## src/rtl/spi_duty_receiver_pkg.sv

```systemverilog
// Shared constants and types for the SPI duty-command receiver.
package spi_duty_receiver_pkg;

  localparam int unsigned DUTY_W     = 4;
  localparam int unsigned MAX_DUTY   = 10;
  localparam int unsigned FRAME_BITS = 8;
  localparam int unsigned CNT_W      = 4;
  localparam logic [3:0]  CMD_SET    = 4'hA;
  localparam logic [3:0]  CMD_READ   = 4'h5;

  typedef enum logic [1:0] {
    IDLE,
    SHIFT,
    CHECK
  } state_t;

endpackage

```

## src/rtl/spi_duty_receiver_if.sv

```systemverilog
// SPI pin bundle between an external MCU (master) and the duty receiver (slave).
interface spi_duty_receiver_if;

  logic SCK;
  logic MOSI;
  logic CS_N;
  logic MISO;

  modport master (output SCK, output MOSI, output CS_N, input MISO);
  modport slave  (input SCK, input MOSI, input CS_N, output MISO);

endinterface

```

## src/rtl/spi_duty_receiver_sync_edge.sv

```systemverilog
// Multi-flop synchronizer for one asynchronous pin, with registered
// rise/fall pulses aligned to the delayed level output.
module spi_sync_edge #(
  parameter int unsigned SYNC_STAGES = 2,
  parameter logic        RESET_VAL   = 1'b0
) (
  input  logic clk,
  input  logic rst_n,
  input  logic din,
  output logic level,
  output logic rise,
  output logic fall
);

  logic [SYNC_STAGES-1:0] sync_q;
  logic                   dly_q;

  // Synchronizer chain, delay flop and edge pulses.
  always_ff @(posedge clk or negedge rst_n) begin
    if (!rst_n) begin
      sync_q <= {SYNC_STAGES{RESET_VAL}};
      dly_q  <= RESET_VAL;
      rise   <= 1'b0;
      fall   <= 1'b0;
    end else begin
      sync_q[0] <= din;
      for (int unsigned i = 1; i < SYNC_STAGES; i++) begin
        sync_q[i] <= sync_q[i-1];
      end
      dly_q <= sync_q[SYNC_STAGES-1];
      rise  <= sync_q[SYNC_STAGES-1] & ~dly_q;
      fall  <= ~sync_q[SYNC_STAGES-1] & dly_q;
    end
  end

  assign level = dly_q;

endmodule

```

## src/rtl/spi_duty_receiver.sv

```systemverilog
// SPI mode-0 slave that receives 8-bit duty commands, validates them and
// holds the accepted duty for the PWM stage. Everything runs on SLK.
module spi_duty_receiver #(
  parameter int unsigned DUTY_W      = spi_duty_receiver_pkg::DUTY_W,
  parameter int unsigned MAX_DUTY    = spi_duty_receiver_pkg::MAX_DUTY,
  parameter int unsigned RESET_DUTY  = 0,
  parameter int unsigned SYNC_STAGES = 2,
  parameter logic [3:0]  CMD_SET     = spi_duty_receiver_pkg::CMD_SET,
  parameter logic [3:0]  CMD_READ    = spi_duty_receiver_pkg::CMD_READ
) (
  input  logic                    SLK,
  input  logic                    RST_N,
  spi_duty_receiver_if.slave      spi,
  output logic [DUTY_W-1:0]       duty,
  output logic                    duty_upd,
  output logic                    frame_err
);

  import spi_duty_receiver_pkg::*;

  localparam logic [DUTY_W-1:0] MAX_V     = DUTY_W'(MAX_DUTY);
  localparam logic [DUTY_W-1:0] RST_V     = DUTY_W'(RESET_DUTY);
  localparam logic [CNT_W-1:0]  FRAME_CNT = CNT_W'(FRAME_BITS);
  localparam logic [CNT_W-1:0]  CNT_SAT   = CNT_W'(FRAME_BITS + 1);

  logic sck_level_unused, sck_rise, sck_fall;
  logic mosi_level, mosi_rise_unused, mosi_fall_unused;
  logic cs_level, cs_rise, cs_fall;

  spi_sync_edge #(.SYNC_STAGES(SYNC_STAGES), .RESET_VAL(1'b0)) u_sync_sck (
    .clk(SLK), .rst_n(RST_N), .din(spi.SCK),
    .level(sck_level_unused), .rise(sck_rise), .fall(sck_fall)
  );

  spi_sync_edge #(.SYNC_STAGES(SYNC_STAGES), .RESET_VAL(1'b0)) u_sync_mosi (
    .clk(SLK), .rst_n(RST_N), .din(spi.MOSI),
    .level(mosi_level), .rise(mosi_rise_unused), .fall(mosi_fall_unused)
  );

  spi_sync_edge #(.SYNC_STAGES(SYNC_STAGES), .RESET_VAL(1'b1)) u_sync_cs (
    .clk(SLK), .rst_n(RST_N), .din(spi.CS_N),
    .level(cs_level), .rise(cs_rise), .fall(cs_fall)
  );

  state_t state_q, state_d;
  logic   pend_q, pend_d;

  logic [CNT_W-1:0]      bit_cnt_q;
  logic [FRAME_BITS-1:0] rx_q, tx_q, tx_load;
  logic                  miso_q;

  logic load_frame, sample_bit, shift_tx, eval;
  logic [3:0]        cmd;
  logic [DUTY_W-1:0] val;
  logic              set_ok, reject;

  assign tx_load = FRAME_BITS'(duty);
  assign cmd     = rx_q[FRAME_BITS-1 -: 4];
  assign val     = rx_q[DUTY_W-1:0];

  // FSM state and pending-start register.
  always_ff @(posedge SLK or negedge RST_N) begin
    if (!RST_N) begin
      state_q <= IDLE;
      pend_q  <= 1'b0;
    end else begin
      state_q <= state_d;
      pend_q  <= pend_d;
    end
  end

  // Next state and datapath strobes; a CS_N rise beats any same-cycle SCK edge.
  always_comb begin
    state_d    = state_q;
    pend_d     = 1'b0;
    load_frame = 1'b0;
    sample_bit = 1'b0;
    shift_tx   = 1'b0;
    eval       = 1'b0;
    case (state_q)
      IDLE: begin
        // A CS_N fall seen during CHECK is replayed here if CS_N is still low.
        if (cs_fall || (pend_q && !cs_level)) begin
          state_d    = SHIFT;
          load_frame = 1'b1;
        end
      end
      SHIFT: begin
        if (cs_rise) begin
          state_d = CHECK;
        end else begin
          sample_bit = sck_rise;
          shift_tx   = sck_fall;
        end
      end
      CHECK: begin
        state_d = IDLE;
        eval    = 1'b1;
        pend_d  = cs_fall;
      end
      default: state_d = IDLE;
    endcase
  end

  // Frame evaluation in CHECK.
  always_comb begin
    set_ok = 1'b0;
    reject = 1'b0;
    if (eval) begin
      if (bit_cnt_q != FRAME_CNT) begin
        reject = 1'b1;
      end else if (cmd == CMD_SET) begin
        if (val <= MAX_V) set_ok = 1'b1;
        else              reject = 1'b1;
      end else if (cmd != CMD_READ) begin
        reject = 1'b1;
      end
    end
  end

  // Shift registers, bit counter, MISO and the held duty value.
  always_ff @(posedge SLK or negedge RST_N) begin
    if (!RST_N) begin
      bit_cnt_q <= '0;
      rx_q      <= '0;
      tx_q      <= '0;
      miso_q    <= 1'b0;
      duty      <= RST_V;
      duty_upd  <= 1'b0;
      frame_err <= 1'b0;
    end else begin
      duty_upd  <= set_ok;
      frame_err <= reject;
      if (set_ok) duty <= val;

      if (load_frame) begin
        bit_cnt_q <= '0;
        rx_q      <= '0;
        tx_q      <= tx_load;
      end
      if (sample_bit) begin
        rx_q <= {rx_q[FRAME_BITS-2:0], mosi_level};
        if (bit_cnt_q != CNT_SAT) bit_cnt_q <= bit_cnt_q + CNT_W'(1);
      end
      if (shift_tx) tx_q <= {tx_q[FRAME_BITS-2:0], 1'b0};

      if (state_d != SHIFT)   miso_q <= 1'b0;
      else if (load_frame)    miso_q <= tx_load[FRAME_BITS-1];
      else if (shift_tx)      miso_q <= tx_q[FRAME_BITS-2];
    end
  end

  assign spi.MISO = miso_q;

endmodule

```

## src/flat_wrapper.sv

```systemverilog
// flat-port wrapper written by rule: the top's interface ports become plain ports
module spi_duty_receiver_flat import spi_duty_receiver_pkg::*;
#(
  parameter int unsigned DUTY_W      = spi_duty_receiver_pkg::DUTY_W,
  parameter int unsigned MAX_DUTY    = spi_duty_receiver_pkg::MAX_DUTY,
  parameter int unsigned RESET_DUTY  = 0,
  parameter int unsigned SYNC_STAGES = 2,
  parameter logic [3:0]  CMD_SET     = spi_duty_receiver_pkg::CMD_SET,
  parameter logic [3:0]  CMD_READ    = spi_duty_receiver_pkg::CMD_READ
)
  (SLK, RST_N, duty, duty_upd, frame_err, spi_SCK, spi_MOSI, spi_CS_N, spi_MISO);
  spi_duty_receiver_if spi_i ();
  input  logic SLK;
  input  logic RST_N;
  output logic [DUTY_W-1:0] duty;
  output logic duty_upd;
  output logic frame_err;
  input wire logic [$bits(spi_i.SCK)-1:0] spi_SCK;
  input wire logic [$bits(spi_i.MOSI)-1:0] spi_MOSI;
  input wire logic [$bits(spi_i.CS_N)-1:0] spi_CS_N;
  output wire logic [$bits(spi_i.MISO)-1:0] spi_MISO;
  assign spi_i.SCK = spi_SCK;
  assign spi_i.MOSI = spi_MOSI;
  assign spi_i.CS_N = spi_CS_N;
  assign spi_MISO = spi_i.MISO;
  spi_duty_receiver #(.DUTY_W(DUTY_W), .MAX_DUTY(MAX_DUTY), .RESET_DUTY(RESET_DUTY), .SYNC_STAGES(SYNC_STAGES), .CMD_SET(CMD_SET), .CMD_READ(CMD_READ)) u_core (.SLK(SLK), .RST_N(RST_N), .spi(spi_i), .duty(duty), .duty_upd(duty_upd), .frame_err(frame_err));
endmodule
```

## config.mk

```make
export PLATFORM = sky130hd
export DESIGN_NAME = spi_duty_receiver_flat
export DESIGN_NICKNAME = d
export VERILOG_FILES = /design/src/rtl/spi_duty_receiver_pkg.sv /design/src/rtl/spi_duty_receiver_if.sv /design/src/rtl/spi_duty_receiver_sync_edge.sv /design/src/rtl/spi_duty_receiver.sv /design/src/flat_wrapper.sv
export SDC_FILE = /design/constraint.sdc
export NUM_CORES = 1
export LEC_CHECK = 0
export CAP_MARGIN = 20
export CORE_MARGIN = 2
export CORE_UTILIZATION = 45
export DETAILED_ROUTE_END_ITERATION = 10
export DONT_BUFFER_PORTS = 1
export MAX_ROUTING_LAYER = met4
export PLACE_DENSITY = 0.69
export SETUP_SLACK_MARGIN = 0.4
export SYNTH_ARGS = -nofsm -noshare
export SYNTH_HDL_FRONTEND = slang
export SYNTH_SLANG_ARGS = --single-unit
```

## constraint.sdc

```tcl
create_clock -name SLK -period 1.45 [get_ports SLK]
set_input_delay 0.29 -clock SLK [delete_from_list [all_inputs] [get_ports SLK]]
set_output_delay 0.29 -clock SLK [all_outputs]
set_load 0.03 [all_outputs]
```

**Word level (Yosys, flattened, before mapping)**

Cells that the tools add are included.

- $add $sub $neg: 1
- Bitwise operators: 8
- Mux-type cells: 30
- Reduce and logical (&&, ||, !) cells: 7
- Magnitude comparators: 1
- Eq/ne operators: 7

Operators with widths:

| cell | number |
|---|---|
| 1-bit two-way mux | 20 |
| 8-bit two-way mux | 2 |
| 7-bit two-way mux | 2 |
| 4-bit two-way mux | 3 |
| 4-bit inequality test (second input constant) | 2 |
| 4-bit by 1-bit adder with 4-bit output (second input constant) | 1 |
| 1-bit bitwise AND | 4 |
| 4-bit equality test (second input constant) | 1 |
| 4-bit <= comparator (second input constant) | 1 |
| 2-bit two-way mux | 2 |
| 4-bit by 3-bit inequality test with 1-bit output (second input constant) | 1 |
| 1-bit inverter | 4 |
| 2-bit one-hot mux with 2 select lines | 1 |
| 2-bit nonzero test | 2 |
| 3-bit nonzero test | 1 |
| 2-bit by 1-bit equality test with 1-bit output (second input constant) | 1 |
| 2-bit equality test (second input constant) | 1 |
| 2-bit logical NOT | 1 |
| 2-bit by 1-bit inequality test with 1-bit output (second input constant) | 1 |
| 1-bit logical AND | 1 |
| 1-bit logical NOT | 1 |
| 1-bit logical OR | 1 |

- Input bits: 5
- Bits in registers: 42
- Word-level logic and storage cells: 73

**Longest topological paths before layout**

Gate-level depths: netlist of run 1.

- Depth after elaboration: 8
- Gate-level depth with buffers: 5

**Hierarchy**

From an unflattened synthesis of run 1, not the netlist that was laid out.

- Cell total of the unflattened synthesis: 147
- Area total of the unflattened synthesis: 1719.1 um2

By module, submodules not included:

| module | seq. area each (um2) | cells each | instances | area each (um2) |
|---|---|---|---|---|
| spi_duty_receiver | 725.7 | 126 | 1 | 1295.0 |
| spi_sync_edge at u_core.u_sync_mosi ... | 125.1 | 7 | 2 | 140.1 |
| spi_sync_edge at u_core.u_sync_cs | 128.9 | 7 | 1 | 143.9 |

**Least setup slack after synthesis of run 1**

OpenSTA, ideal clock, no wires.

- Path type: register to register
- Start point: register u_core.bit_cnt_q[0]
- End point: register u_core.duty[0]
- Arrival: 1273 ps
- Period minus slack after synthesis: 1398 ps
- Setup slack: 52 ps
- Setup time: 125 ps
- Stages on the path, launching flop included: 6
- Cell sequence: dfrtp_1 > inv_1 > ha_1 > nand2_1 > nor3_4 > mux2_2

- Word-level cells in the longest chain between the ends: 3

Ends and longest elaborated chain:

| item | RTL line | text |
|---|---|---|
| from (decl) | spi_duty_receiver.sv:48 | `logic [CNT_W-1:0] bit_cnt_q;` |
| from (signal assigned) | spi_duty_receiver.sv:143 | `if (bit_cnt_q != CNT_SAT) bit_cnt_q <= bit_cnt_q + CNT_W'(1);` |
| 4-bit inequality test | spi_duty_receiver.sv:110 | `if (bit_cnt_q != FRAME_CNT) begin` |
| 1-bit two-way mux | spi_duty_receiver.sv:110 |  |
| 1-bit two-way mux | spi_duty_receiver.sv:109 | `if (eval) begin` |
| via u_core.set_ok | spi_duty_receiver.sv:55 | `logic set_ok, reject;` |
| to (signal assigned) | spi_duty_receiver.sv:134 | `if (set_ok) duty <= val;` |
| to (decl) | spi_duty_receiver.sv:14 | `output logic [DUTY_W-1:0] duty,` |

The timed path passes the listed nets, and every way through them passes these cells.
A chain may end at the register's enable or synchronous reset.

**Final worst setup path of run 1**

- Start point: register u_core.rx_q[0]
- End point: register u_core.duty[0]

- Word-level cells in the longest chain between the ends: 5

Ends and longest elaborated chain:

| item | RTL line | text |
|---|---|---|
| from (decl) | spi_duty_receiver.sv:49 | `logic [FRAME_BITS-1:0] rx_q, tx_q, tx_load;` |
| from (signal assigned) | spi_duty_receiver.sv:142 | `rx_q <= {rx_q[FRAME_BITS-2:0], mosi_level};` |
| 4-bit <= comparator | spi_duty_receiver.sv:113 | `if (val <= MAX_V) set_ok = 1'b1;` |
| 1-bit two-way mux | spi_duty_receiver.sv:113 |  |
| 1-bit two-way mux | spi_duty_receiver.sv:112 | `end else if (cmd == CMD_SET) begin` |
| 1-bit two-way mux | spi_duty_receiver.sv:110 |  |
| 1-bit two-way mux | spi_duty_receiver.sv:109 |  |
| via u_core.set_ok | spi_duty_receiver.sv:55 |  |

The timed path passes the listed nets, and every way through them passes these cells.

==> flow_summary.ini, run 1 <==
[timing]
period_minus_slack_ps = 1450
final_hold_viol_count = 42
fin_crit_sh = 1.00
hold_slack_ps = -388
fin_skew_ps = 5.26
rsz0062_at_grt = true
slew_viol_final = 0
max_freq_mhz = 688
slew_headroom = 0.736
setup_viol = 3
worst_pin_slew_ps = 395
fin_ws_ps = -2.72

[floorplan]
coreArea_mm2 = 0.00342
fp.dieH_um = 64.5
die_x_um = 64.5
num_rows = 21
ioPinCount = 12
fp.dieArea_mm2 = 0.00416
start_util = 0.483

[routing]
via_count = 1201
drt_wl_total_mm = 3.64
firstDrtPassIters = 4
avgRoutedWirePerCell_um = 15.9
ant_nets = 0
drc = 0
drtIter0Drc = 117
via_per_inst = 5.24

[global_route]
gr-total-overflow = 0
grt_pass1_vias = 1198
grt_max_degree = 43
antenna_found_initial = 0
grt.total_usage = 0.188
grt_pass1_wl_mm = 5.66

[worst_setup_path]
worst_path_max_delay_cell = dfrtp_1
max_stage_delay_ps = 420
cp.arrival_ps = 1700
crit_type = flip-flop to flip-flop
crit_fanout = 5
reg2regPathDepth = 5
cp_cell_sequence = a21oi_2 -> o2111ai_2 -> nor3_4 -> buf_6 -> mux2_4
cp_data_required_time_ps = 1700
worstSetupPathDepth = 5
critical-path-top-delay-family = flip-flops
worstSetupStartpointType = flip-flop
worstSetupEndpointType = flip-flop
critical_path_buf_inv_count = 1

[power_and_ir_drop]
p_per_area_mw_per_mm2 = 1100
leakage_nw = 1.09
p_total_mw = 2.60
max-vdd-ir-drop_mv = 0.810

[yosys]
synth_nets = 151
synth_xor_xnor_area_share = 0
ys_ff_latch = 42
yosysWarnings = 0
syn_area_mm2 = 0.00165
synth_compound_area_frac = 0.0486
synth.area.mux_share = 0.0698
avgSynthCellArea_um2 = 11.5
synthAdderAreaFrac = 0.0228
synth_cell_types = 27
synth_top_family_by_area = simple AND/OR/NAND/NOR gates
ys_seq_area_frac = 0.640
synthSimpleGateAreaFrac = 0.197
syn_inst = 143

[placed_design]
hpwl_mm = 2.00
io_buffers = 0
place_ws_ps = -4.74
place_congestion = 0.776
placed_cells = 199

[cells_and_area]
final_cells = 229
layout_common_cells = dfrtp_1 (36), buf_4 (18), nand2_2 (14), buf_6 (14), nand2_1 (13)
post-route-util = 0.690
syn2layout_area_growth_pct = 42.9
drive_gt1_frac = 0.568
final_common_cell = dfrtp_1
nets = 190
num_antenna_cells = 0

[clocking]
cts_hold_buf = 3
htreeDepth = 2
clockRootBuffer = clkbuf_4
insertion_delay_ps = 350
clockBufferDepth = 2
clock_sinks = 42
cts_tree = done
clk_pin_slew_worst_paths_ps = 120
numCtsBuffers = 5

[status]
status = complete, but fails checks
violations = hold timing, setup timing

[run]
drv_cap = 0

[min_path]
min_path_type = input pin to asynchronous set/reset pin
[path summary, 6_finish.rpt]
kind,to,slack [ps],from
worst min-delay path,u_core.bit_cnt_q[1],-390,RST_N
min in group SLK,u_core.u_sync_cs.sync_q[1],360,u_core.u_sync_cs.sync_q[0]
worst max-delay path,u_core.duty[0],-3,u_core.rx_q[0]
worst min register to register,u_core.u_sync_cs.sync_q[1],360,u_core.u_sync_cs.sync_q[0]
worst max register to register,u_core.duty[0],-3,u_core.rx_q[0]
max in group asynchronous,u_core.u_sync_cs.sync_q[1],1660,RST_N
[stage by stage]
stage | instance area [um^2] | hold WS, ps | setup TNS, ps
4_1_cts | 2150 | -397 | 0
2_1_floorplan | 1750 | -5.59 | 0
6_report | 2360 | -388 | -6.61
3_5_place_dp | 1870 | -4.53 | -10.7
3_3_place_gp | 1870 | -4.59 | 0
5_1_grt | 2360 | -431 | -241
[synth_stat cells, drive strengths merged]
cell type | count | area share
dfrtp | 39 | 0.59
nand2 | 29 | 0.066
nand3 | 12 | 0.036
o21ai | 9 | 0.027
mux2i | 7 | 0.042
nor2 | 7 | 0.016
nor2b | 6 | 0.024
a21oi | 4 | 0.012
inv | 4 | 0.0091
mux2 | 4 | 0.027
buf | 3 | 0.0083
dfstp | 3 | 0.048
ha | 3 | 0.023
and2 | 2 | 0.0076
clkbuf | 2 | 0.0053
nand4bb | 2 | 0.014
and3b | 1 | 0.0053
nand2b | 1 | 0.0038
nor3 | 1 | 0.0099
nor3b | 1 | 0.0046
o2111ai | 1 | 0.0091
or3 | 1 | 0.0038
or3b | 1 | 0.0053
[sequential cells by signal, summed over array words and instances, names as in the netlist, 2 cells and up]
| register | cells |
|---|---|
| u_core.rx_q | 8 |
| u_core.tx_q | 7 |
| u_core.bit_cnt_q | 4 |
| u_core.duty | 4 |
| u_core.state_q | 2 |
| u_core.u_sync_cs.sync_q | 2 |
| u_core.u_sync_mosi.sync_q | 2 |
| u_core.u_sync_sck.sync_q | 2 |
[kinds of logic after synthesis]
group	after synthesis
fa+ha+maj	3
buf+inv	9
compound gates	14
simple gates	64
flops	42
mux	11
[what timing repair did]
item                                    CTS  global route
endpoints found under the setup margin   34            34
hold endpoints to repair                 45            42
gates cloned                              1             0
pin swaps                                18            30
setup buffers                            13             5
gates resized for setup                  24            47
[where the power goes]
part           switching (mW)  leakage, nW  total, mW  internal (mW)
combinational           0.308        0.508      0.688          0.380
sequential             0.0618        0.549       1.31           1.25
clock                   0.373       0.0343      0.607          0.233
[cell type report]
type / count / area [um^2]
fillers: 235 / 1060
flip-flops and latches: 42 / 1060
multi-input cells: 93 / 818
repair buffers: 36 / 343
well taps: 46 / 57.6
clock buffers: 6 / 51.3
inverters: 4 / 15.0
clock inverters: 2 / 12.5
[routing by layer]
layer,routed length [um],GRT usage
met1,1540,0.231
met2,1970,0.297
met3,95,0.0677
met4,28,0.0559
met5,0,-
No activity file was read; power rests on OpenSTA's default activity.
==> inputs of run 2 (changes only) <==
--- a/config.mk
+++ b/config.mk
@@ -7,11 +7,11 @@
 export LEC_CHECK = 0
 export CAP_MARGIN = 20
 export CORE_MARGIN = 2
-export CORE_UTILIZATION = 45
+export CORE_UTILIZATION = 40
 export DETAILED_ROUTE_END_ITERATION = 10
 export DONT_BUFFER_PORTS = 1
 export MAX_ROUTING_LAYER = met4
-export PLACE_DENSITY = 0.69
+export PLACE_DENSITY = 0.63
 export SETUP_SLACK_MARGIN = 0.4
 export SYNTH_ARGS = -nofsm -noshare
 export SYNTH_HDL_FRONTEND = slang
==> run 2 against run 1 <==
The run still ends with hold timing, setup timing left. First-iteration DRC count is 34% lower. Sequential share of layout area up 0.66 points. Critical path depth unchanged. Total power is 7.0% higher. Largest cell class unchanged. Non-clock buffer count fell by 7. Worst hold slack improved by 68 ps. Setup slack got worse by 76 ps. Clock skew increased by 0.88 ps.
==> flow_summary.ini, run 2 (same netlist as run 1, synthesis figures left out) <==
[worst_setup_path]
cp.arrival_ps = 1710
critical-path-top-delay-family = simple AND/OR/NAND/NOR gates
worstSetupStartpointType = flip-flop
max_stage_delay_ps = 400
worst_path_max_delay_cell = dfrtp_1
cp_data_required_time_ps = 1630
crit_fanout = 5
crit_type = flip-flop to flip-flop
worstSetupEndpointType = flip-flop
critical_path_buf_inv_count = 1
cp_cell_sequence = inv_1 -> ha_2 -> nand2_4 -> nor3_4 -> mux2_4

[timing]
fin_crit_sh = 1.05
slew_headroom = 0.754
setup_viol = 4
fin_skew_ps = 6.14
slew_viol_final = 0
period_minus_slack_ps = 1530
fin_ws_ps = -78.4
final_hold_viol_count = 42
rsz0062_at_grt = true
hold_slack_ps = -320
worst_pin_slew_ps = 368
max_freq_mhz = 654
fin_tns_setup_ps = -305

[cells_and_area]
largest_reg_flops = 8
stdcell_area_mm2 = 0.00232
top_register = u_core.rx_q
drive_gt1_frac = 0.526
num_antenna_cells = 0
top_regs = u_core.rx_q x8, u_core.tx_q x7
nets = 182
final_common_cell = dfrtp_1
layout_common_cells = dfrtp_1 (35), nand2_1 (18), buf_4 (17), nand2_2 (9), nand3_2 (9)
syn2layout_area_growth_pct = 41.0
post-route-util = 0.585

[clocking]
clockBufferDepth = 2
clock_sinks = 42
numCtsBuffers = 5
cts_hold_buf = 1
cts_tree = done
htreeDepth = 2
clockRootBuffer = clkbuf_8
insertion_delay_ps = 290
clk_pin_slew_worst_paths_ps = 80

[power_and_ir_drop]
p_clk_frac = 0.327
p_total_mw = 2.79
comb_power_share = 0.206
leakage_nw = 1.07
p_per_area_mw_per_mm2 = 1200
seq_power_share = 0.467
p_int_mw = 2.06
max-vdd-ir-drop_mv = 0.752
swShare = 0.261
p_switching_mw = 0.728

[routing]
via_count = 1123
drt_wl_total_mm = 3.41
drtIter0Drc = 77
firstDrtPassIters = 4
via_per_inst = 4.99
ant_nets = 0
avgRoutedWirePerCell_um = 15.2
drc = 0

[placed_design]
io_buffers = 0
place_congestion = 0.753
hpwl_mm = 2.07
placed_area_mm2 = 0.00189

[floorplan]
fp.dieH_um = 68.2
die_x_um = 68.2
coreArea_mm2 = 0.00397
fp.dieArea_mm2 = 0.00465
num_rows = 23
start_util = 0.415
ioPinCount = 12

[status]
status = complete, but fails checks
violations = hold timing, setup timing

[run]
drv_cap = 0

[global_route]
gr-total-overflow = 0
antenna_found_initial = 0
grt_max_degree = 43
grt_pass1_wl_mm = 5.22
grt_pass1_vias = 1093
grt.total_usage = 0.163

[min_path]
min_path_type = input pin to asynchronous set/reset pin
## run 2: per-layer routing
metal / wire (um) / GRT usage
met1: 1490 / 0.203
met2: 1760 / 0.242
met3: 103 / 0.0559
met4: 55 / 0.0675
met5: 0 / -
## run 2: metrics by stage
| stage | cells | setup WS (ps) |
|---|---|---|
| 5_1_grt | 225 | -122 |
| 6_report | 225 | -78.4 |
| 3_5_place_dp | 203 | -39.1 |
| 4_1_cts | 218 | -18.6 |
| 2_1_floorplan | 143 | 52.2 |
| 3_3_place_gp | 203 | 50.5 |
## run 2: area by class of cell
cell class                 instances  area, um^2
tap                               50        62.6
multi-input combinational         92         795
timing repair buffer              29         283
clock buffer                       6        72.6
inverter                           4        15.0
sequential                        42        1060
fill                             326        1650
clock inverter                     2        37.5
## run 2: power by group through the flow
stage	combinational (mW)	clock [mW]	sequential, mW
6_report	0.574	0.912	1.30
5_1_grt	0.614	0.983	1.31
4_1_cts	0.440	0.931	1.29
3_5_place_dp	0.350	0	1.31
3_3_place_gp	0.336	0	1.31
2_1_floorplan	0.194	0	1.33
## run 2: what timing repair did
action / CTS / global route
pin swaps: 8 / 14
gates cloned: 0 / 1
setup endpoints to repair: 34 / 34
setup buffers: 6 / 6
hold endpoints to repair: 43 / 42
resized for setup: 23 / 40
## run 2: worst paths after layout
check / slack, ps / to / start / cells after the start
worst min-delay path: -320 / u_core.u_sync_sck.level / RST_N / 0
worst max register to register: -80 / u_core.duty[1] / u_core.bit_cnt_q[0] / 5
min in group SLK: 20 / u_core.u_sync_sck.sync_q[0] / spi_SCK / 0
worst min register to register: 360 / u_core.u_sync_cs.sync_q[1] / u_core.u_sync_cs.sync_q[0] / 0
worst max-delay path: -80 / u_core.duty[1] / u_core.bit_cnt_q[0] / 5
max in group asynchronous: 1580 / u_core.u_sync_cs.sync_q[0] / RST_N / 0
